==> src/rtl/csel_pipe_adder.sv <==
// csel_pipe_adder: pipelined carry-select adder/subtractor. Each stage resolves one CHUNK-bit
// slice and passes its carry forward, with a valid/ready handshake and registered result/flags.
module csel_pipe_adder #(
  parameter int WIDTH   = 32,
  parameter int NSTAGES = 4
) (
  input  logic             clk,
  input  logic             rst_n,
  input  logic             in_valid,
  output logic             in_ready,
  input  logic [WIDTH-1:0] a,
  input  logic [WIDTH-1:0] b,
  input  logic             cin,
  input  logic             op_sub,
  output logic             out_valid,
  input  logic             out_ready,
  output logic [WIDTH-1:0] sum,
  output logic             cout,
  output logic             ovf,
  output logic             zero
);

  localparam int CHUNK = WIDTH / NSTAGES;

  if (((WIDTH % NSTAGES) != 0) || (CHUNK < 2)) begin : g_param_check
    $error("csel_pipe_adder: WIDTH must be a multiple of NSTAGES and CHUNK must be >= 2");
  end

  logic [NSTAGES-1:0] valid_r;
  logic [NSTAGES-1:0] carry_r;
  logic [WIDTH-1:0]   a_r     [NSTAGES];
  logic [WIDTH-1:0]   b_r     [NSTAGES];
  logic [WIDTH-1:0]   sum_r   [NSTAGES];
  logic               ovf_r;
  logic               zero_r;

  logic [NSTAGES-1:0] load_s;
  logic               down_ready_s;
  logic [NSTAGES-1:0] stage_in_valid_s;
  logic [NSTAGES-1:0] stage_cin_s;
  logic [NSTAGES-1:0] nxt_carry_s;
  logic [WIDTH-1:0]   opa_s     [NSTAGES];
  logic [WIDTH-1:0]   opb_s     [NSTAGES];
  logic [WIDTH-1:0]   res_in_s  [NSTAGES];
  logic [WIDTH-1:0]   nxt_sum_s [NSTAGES];
  logic [WIDTH-1:0]   beff_s;
  logic               cin_eff_s;
  logic               ovf_s;
  logic               zero_s;

  // Subtraction is A + ~B + 1, so cin is overridden in that mode.
  always_comb begin
    if (op_sub) begin
      beff_s    = ~b;
      cin_eff_s = 1'b1;
    end else begin
      beff_s    = b;
      cin_eff_s = cin;
    end
  end

  // Ready ripples back from the consumer: a stage can load when empty or when its occupant moves on.
  always_comb begin
    load_s       = {NSTAGES{1'b0}};
    down_ready_s = out_ready;
    for (int i = NSTAGES - 1; i >= 0; i--) begin
      load_s[i]    = !valid_r[i] || down_ready_s;
      down_ready_s = load_s[i];
    end
  end

  for (genvar k = 0; k < NSTAGES; k++) begin : g_stage
    logic [CHUNK:0]   sum0_s;
    logic [CHUNK:0]   sum1_s;
    logic [CHUNK:0]   sel_s;
    logic [WIDTH-1:0] res_s;

    if (k == 0) begin : g_head
      assign opa_s[k]            = a;
      assign opb_s[k]            = beff_s;
      assign stage_cin_s[k]      = cin_eff_s;
      assign res_in_s[k]         = {WIDTH{1'b0}};
      assign stage_in_valid_s[k] = in_valid;
    end else begin : g_body
      assign opa_s[k]            = a_r[k-1];
      assign opb_s[k]            = b_r[k-1];
      assign stage_cin_s[k]      = carry_r[k-1];
      assign res_in_s[k]         = sum_r[k-1];
      assign stage_in_valid_s[k] = valid_r[k-1];
    end

    // Both carry hypotheses are built in parallel; the incoming carry only steers the mux.
    always_comb begin
      sum0_s = {1'b0, opa_s[k][k*CHUNK +: CHUNK]} + {1'b0, opb_s[k][k*CHUNK +: CHUNK]};
      sum1_s = {1'b0, opa_s[k][k*CHUNK +: CHUNK]} + {1'b0, opb_s[k][k*CHUNK +: CHUNK]}
             + {{CHUNK{1'b0}}, 1'b1};
      if (stage_cin_s[k]) begin
        sel_s = sum1_s;
      end else begin
        sel_s = sum0_s;
      end
      res_s                    = res_in_s[k];
      res_s[k*CHUNK +: CHUNK]  = sel_s[CHUNK-1:0];
    end

    assign nxt_sum_s[k]   = res_s;
    assign nxt_carry_s[k] = sel_s[CHUNK];
  end

  // Flags use the operand signs carried down the pipe and the fully assembled result.
  always_comb begin
    ovf_s  = (opa_s[NSTAGES-1][WIDTH-1] == opb_s[NSTAGES-1][WIDTH-1])
          && (nxt_sum_s[NSTAGES-1][WIDTH-1] != opa_s[NSTAGES-1][WIDTH-1]);
    zero_s = (nxt_sum_s[NSTAGES-1] == {WIDTH{1'b0}});
  end

  // Stage registers; data is captured only when a valid op moves in, so an idle output holds.
  always_ff @(posedge clk or negedge rst_n) begin
    if (!rst_n) begin
      valid_r <= {NSTAGES{1'b0}};
      carry_r <= {NSTAGES{1'b0}};
      ovf_r   <= 1'b0;
      zero_r  <= 1'b0;
      for (int i = 0; i < NSTAGES; i++) begin
        a_r[i]   <= {WIDTH{1'b0}};
        b_r[i]   <= {WIDTH{1'b0}};
        sum_r[i] <= {WIDTH{1'b0}};
      end
    end else begin
      for (int i = 0; i < NSTAGES; i++) begin
        if (load_s[i]) begin
          valid_r[i] <= stage_in_valid_s[i];
          if (stage_in_valid_s[i]) begin
            a_r[i]     <= opa_s[i];
            b_r[i]     <= opb_s[i];
            sum_r[i]   <= nxt_sum_s[i];
            carry_r[i] <= nxt_carry_s[i];
          end
        end
      end
      if (load_s[NSTAGES-1] && stage_in_valid_s[NSTAGES-1]) begin
        ovf_r  <= ovf_s;
        zero_r <= zero_s;
      end
    end
  end

  assign in_ready  = load_s[0];
  assign out_valid = valid_r[NSTAGES-1];
  assign sum       = sum_r[NSTAGES-1];
  assign cout      = carry_r[NSTAGES-1];
  assign ovf       = ovf_r;
  assign zero      = zero_r;

endmodule

==> config.mk <==
export PLATFORM = sky130hd
export DESIGN_NAME = csel_pipe_adder
export DESIGN_NICKNAME = d
export VERILOG_FILES = /design/src/rtl/csel_pipe_adder.sv
export SDC_FILE = /design/constraint.sdc
export NUM_CORES = 1
export LEC_CHECK = 0
export ABC_CLOCK_PERIOD_IN_PS = 3750
export CAP_MARGIN = 20
export CORE_MARGIN = 5
export CORE_UTILIZATION = 60
export DETAILED_ROUTE_END_ITERATION = 16
export PLACE_DENSITY = 0.85
export SYNTH_ARGS = -nofsm -noshare
export SYNTH_HDL_FRONTEND = slang
export SYNTH_SLANG_ARGS = --single-unit
export TNS_END_PERCENT = 100
==> constraint.sdc <==
create_clock -name clk -period 3.75 [get_ports clk]
set_input_delay 0.75 -clock clk [delete_from_list [all_inputs] [get_ports clk]]
set_output_delay 0.75 -clock clk [all_outputs]
set_load 0.03 [all_outputs]
==> reports/metrics.sh <==
ROOT_BUFFER='sky130_fd_sc_hd__clkbuf_16'
POWER_REPORT.INTERNAL_TOTAL_mW=5.05
SYNTHESIS.YOSYS.WARNINGS=0
TOTAL_GR_OVERFLOW=0
DRC=0
WORST_SETUP_PATH_CATEGORY='primary input to flop'
FILL_CELLS=1063
YS_SEQ_ELEMENTS=186
WORST_SETUP_PATH_START_KIND='primary input'
FINAL_LAYOUT_SIZE_SUFFIX_GT1_SHARE_PCT=15.1
MIN_DELAY_PATH_CLASS='primary input to asynchronous set/reset pin'
FINALWEIGHTEDCONGESTION=0.903
DP_SLACK_NS=0.215
CLOCK-SINKS=186
WL_PER_CELL_UM=15.9
SETUP.WORST_PATH.END_CLASS='flop'
POWER.SHARE.COMBINATIONAL_PCT=40.6
WORST-PATH-MAX-FANOUT=3
SYN_AREA_PER_CELL_UM2=10.9
MOSTFREQUENTLAYOUTCELL='sky130_fd_sc_hd__dfrtp_1'
FINISH.NET_COUNT=1050
ARRIVAL_NS=3.41
FINISH.UTILIZATION_PCT=72.8
FINAL_MAX_SLEW_VIOL_COUNT=0
SWITCHING_SHARE_PCT=37.0
OUTCOME='completed'
FINAL_CELL_MIX='sky130_fd_sc_hd__dfrtp_1 (186), sky130_fd_sc_hd__nand2_1 (166), sky130_fd_sc_hd__clkdlybuf4s50_1 (104)'
POWER.DENSITY_CELL_AREA_mW_PER_MM2=732
SYN_NETS=946
PLACEMENTROWS=45
HPWLAFTERDP_UM=13400
POST-ROUTE-WORST-SETUP-SLACK_NS=0.646
FINAL.SETUP_SKEW_NS=0.00755
POWER.LEAKAGE_nW=4.86
SLEW_HEADROOM_PCT=44.6
CTS-BUFFERS-INSERTED=17
ASYNC_FLOP_SHARE_PCT=100
FLOORPLAN.IO_PINS=107
BUFFERS_INSERTED_DURING_POST_CTS_SETUP_OPTIMIZATION=0
POSTLAYOUTCELLAREA_MM2=0.0109
DIE_W_UM=133
CLOCK_INSERTION_DELAY_WORST_SKEW_NS=0.44
CTS.REPAIR.RESIZED=0
DRT_PRE_ANTENNA_ITERS=4
NETLIST_AREA_MM2=0.00909
DETAIL-ROUTE-ANTENNA-NETS=0
DRT_ITER0_DRC=465
NUMBER_OF_ENABLE_TYPE_REGISTER_CELLS_IN_THE_SYNTHESIZED_NETLIST=0
TIMING.FINAL.HOLD_VIOLATIONS=0
CLOCK_PATH_BUFFERS=2
PLACEMENT.CELL_AREA_MM2=0.0104
POWER.SHARE.CLOCK_PCT=20.1
SETUP_TNS_NS=0
SYNTH_SEQUENTIAL_AREA_RATIO_PCT=51.2
WORST_EP_REQUIRED_TIME_NS=4.05
HTREE_LEVELS=4
SYN_INST=836
FLOORPLAN.INITIALDENSITY_PCT=60.5
TIMING_WORST_SLEW_PIN_VALUE_NS=0.830
CTS.REPORTEDPATHS.CLKPINSLEW_NS=0.06
POSTROUTEWIRELENGTH_UM=18100
GRT_FIRST_PASS_WIRELENGTH_UM=31300
CAP_VIOL_MAX_COUNT=0
SYN2LAYOUT_AREA_GROWTH_PCT=20.3
POWER_FRAC_SEQ_PCT=39.3
NUMBER_OF_GLOBAL_ROUTE_VIAS_BEFORE_REPAIR=6414
CTS_TREE='done'
FINAL_MIN_PERIOD_OVER_CLOCK_PERIOD_PCT=82.8
YS_DOMINANT_REG_CELL='sky130_fd_sc_hd__dfrtp_1'
MAXCLOCKFREQUENCY_MHz=322
NET-SWITCHING-POWER_mW=2.96
POWER.IR.VDD_WORST_uV=444
INSERTEDDIODECOUNT=0
INITIAL_ANTENNA_VIOLATION_COUNT=0
YS_TYPES=60
CORE_AREA_MM2=0.0150
ROUTE.VIAS.TOTAL=6360
GRT_SETUP_UNREPAIRED='false'
FINAL_PERIOD_MINUS_WORST_SETUP_SLACK_NS=3.10
GRT_MAX_DEGREE=94
IO_BUFFER_COUNT=106
CTS-HOLD-FIX-BUFFERS=0
GR-USAGE-ALL-LAYERS_PCT=21.6
FLOORPLAN.DIE.HEIGHT_UM=133
SETUP_VIOLATIONS=0
DESIGN.DIE.AREA_MM2=0.0177
AVGVIACOUNTPERCELL=5.58
==> cells in the mapped netlist, types with 5 or more instances <==
| master | number | area [um2] |
|---|---|---|
| sky130_fd_sc_hd__o31ai_1 | 7 | 52.6 |
| sky130_fd_sc_hd__nand3_1 | 15 | 75.1 |
| sky130_fd_sc_hd__clkbuf_1 | 27 | 101 |
| sky130_fd_sc_hd__dfrtp_1 | 186 | 4650 |
| sky130_fd_sc_hd__nor3_1 | 9 | 45.0 |
| sky130_fd_sc_hd__nand4_1 | 9 | 56.3 |
| sky130_fd_sc_hd__nor4_1 | 10 | 62.6 |
| sky130_fd_sc_hd__nand2b_1 | 8 | 50.1 |
| sky130_fd_sc_hd__nand2_1 | 168 | 631 |
| sky130_fd_sc_hd__o21ai_0 | 58 | 290 |
| sky130_fd_sc_hd__nor2_1 | 17 | 63.8 |
| sky130_fd_sc_hd__ha_1 | 36 | 450 |
| sky130_fd_sc_hd__buf_1 | 6 | 22.5 |
| sky130_fd_sc_hd__inv_1 | 13 | 48.8 |
| sky130_fd_sc_hd__xor2_1 | 29 | 254 |
| sky130_fd_sc_hd__xnor2_1 | 43 | 377 |
| sky130_fd_sc_hd__a21oi_1 | 17 | 85.1 |
| sky130_fd_sc_hd__mux2_2 | 91 | 1020 |
| sky130_fd_sc_hd__o211ai_1 | 6 | 45.0 |
| sky130_fd_sc_hd__and3_1 | 5 | 31.3 |
==> path summary, 6_finish.rpt <==
check,cells after the start,to,slack (ns),startpoint
max in group asynchronous,2,a_r[86],2.58,rst_n
max reg2reg,8,zero,1.03,b_r[56]
min,1,a_r[110],0.37,rst_n
min reg2reg,2,g_stage[3].res_s[15],0.47,g_stage[2].res_s[15]
min in group clk,2,g_stage[3].res_s[15],0.47,g_stage[2].res_s[15]
max,11,carry_r[0],0.65,b[0]
==> worst max-delay path, cell delays in order <==
cell and delay [ns]:
sky130_fd_sc_hd__clkdlybuf4s50_1 0.47, sky130_fd_sc_hd__xor2_1 0.14, sky130_fd_sc_hd__ha_1 0.17, sky130_fd_sc_hd__inv_1 0.05, sky130_fd_sc_hd__fa_1 0.40, sky130_fd_sc_hd__nand2b_1 0.19, sky130_fd_sc_hd__a21oi_1 0.20, sky130_fd_sc_hd__nor4_1 0.08
sky130_fd_sc_hd__or3_1 0.40, sky130_fd_sc_hd__a2111oi_0 0.41, sky130_fd_sc_hd__o31ai_1 0.13
==> power groups by stage <==
stage | logic (mW) | registers, mW | clock network, mW
detailed placement | 3.24 | 3.18 | 0
finish | 3.25 | 3.15 | 1.61
floorplan | 2.00 | 3.35 | 0
CTS | 3.27 | 3.15 | 1.63
global route | 3.61 | 3.23 | 1.71
global placement | 3.11 | 3.14 | 0
==> cell families after synthesis <==
group / synth area share [%]
muxes: 11.6
xor gates and xnor gates: 7.20
and+or+nand+nor: 13.3
adders and majority gates: 5.84
AOI/OAI and AO/OA: 8.88
buffers and inverters: 1.95
DFF: 51.2
==> routing by layer <==
layer	GRT usage, %	wire, um
met5	0	0
met4	7.89	373
met3	4.61	1090
met2	33.7	8290
met1	30.3	8330
==> registers in the layout (all words and copies together), names as in the netlist <==
signal         count
a_r               48
b_r               48
carry_r            4
g_stage.res_s     48
ovf                1
sum               32
valid_r            4
zero               1
==> per-stage QoR <==
| step | hold slack [ns] | instances | total power [mW] |
|---|---|---|---|
| 5_1_grt | 0.459 | 1139 | 8.56 |
| 3_3_place_gp | 0.446 | 1109 | 6.26 |
| 6_report | 0.369 | 1139 | 8.01 |
| 4_1_cts | 0.423 | 1139 | 8.05 |
| 2_1_floorplan | 0.433 | 836 | 5.36 |
| 3_5_place_dp | 0.453 | 1109 | 6.42 |
==> area by class of cell <==
cell class	instances	area, um2	area share [%]
Clock buffer	20	457	4.18
Clock inverter	10	73.8	0.675
Inverter	13	48.8	0.446
Sequential cell	186	4650	42.6
Timing Repair Buffer	119	1200	11.0
Multi-Input combinational cell	603	4260	39.0
Tap cell	188	235	2.15
Note: power is estimated with default switching activity, not from simulation.
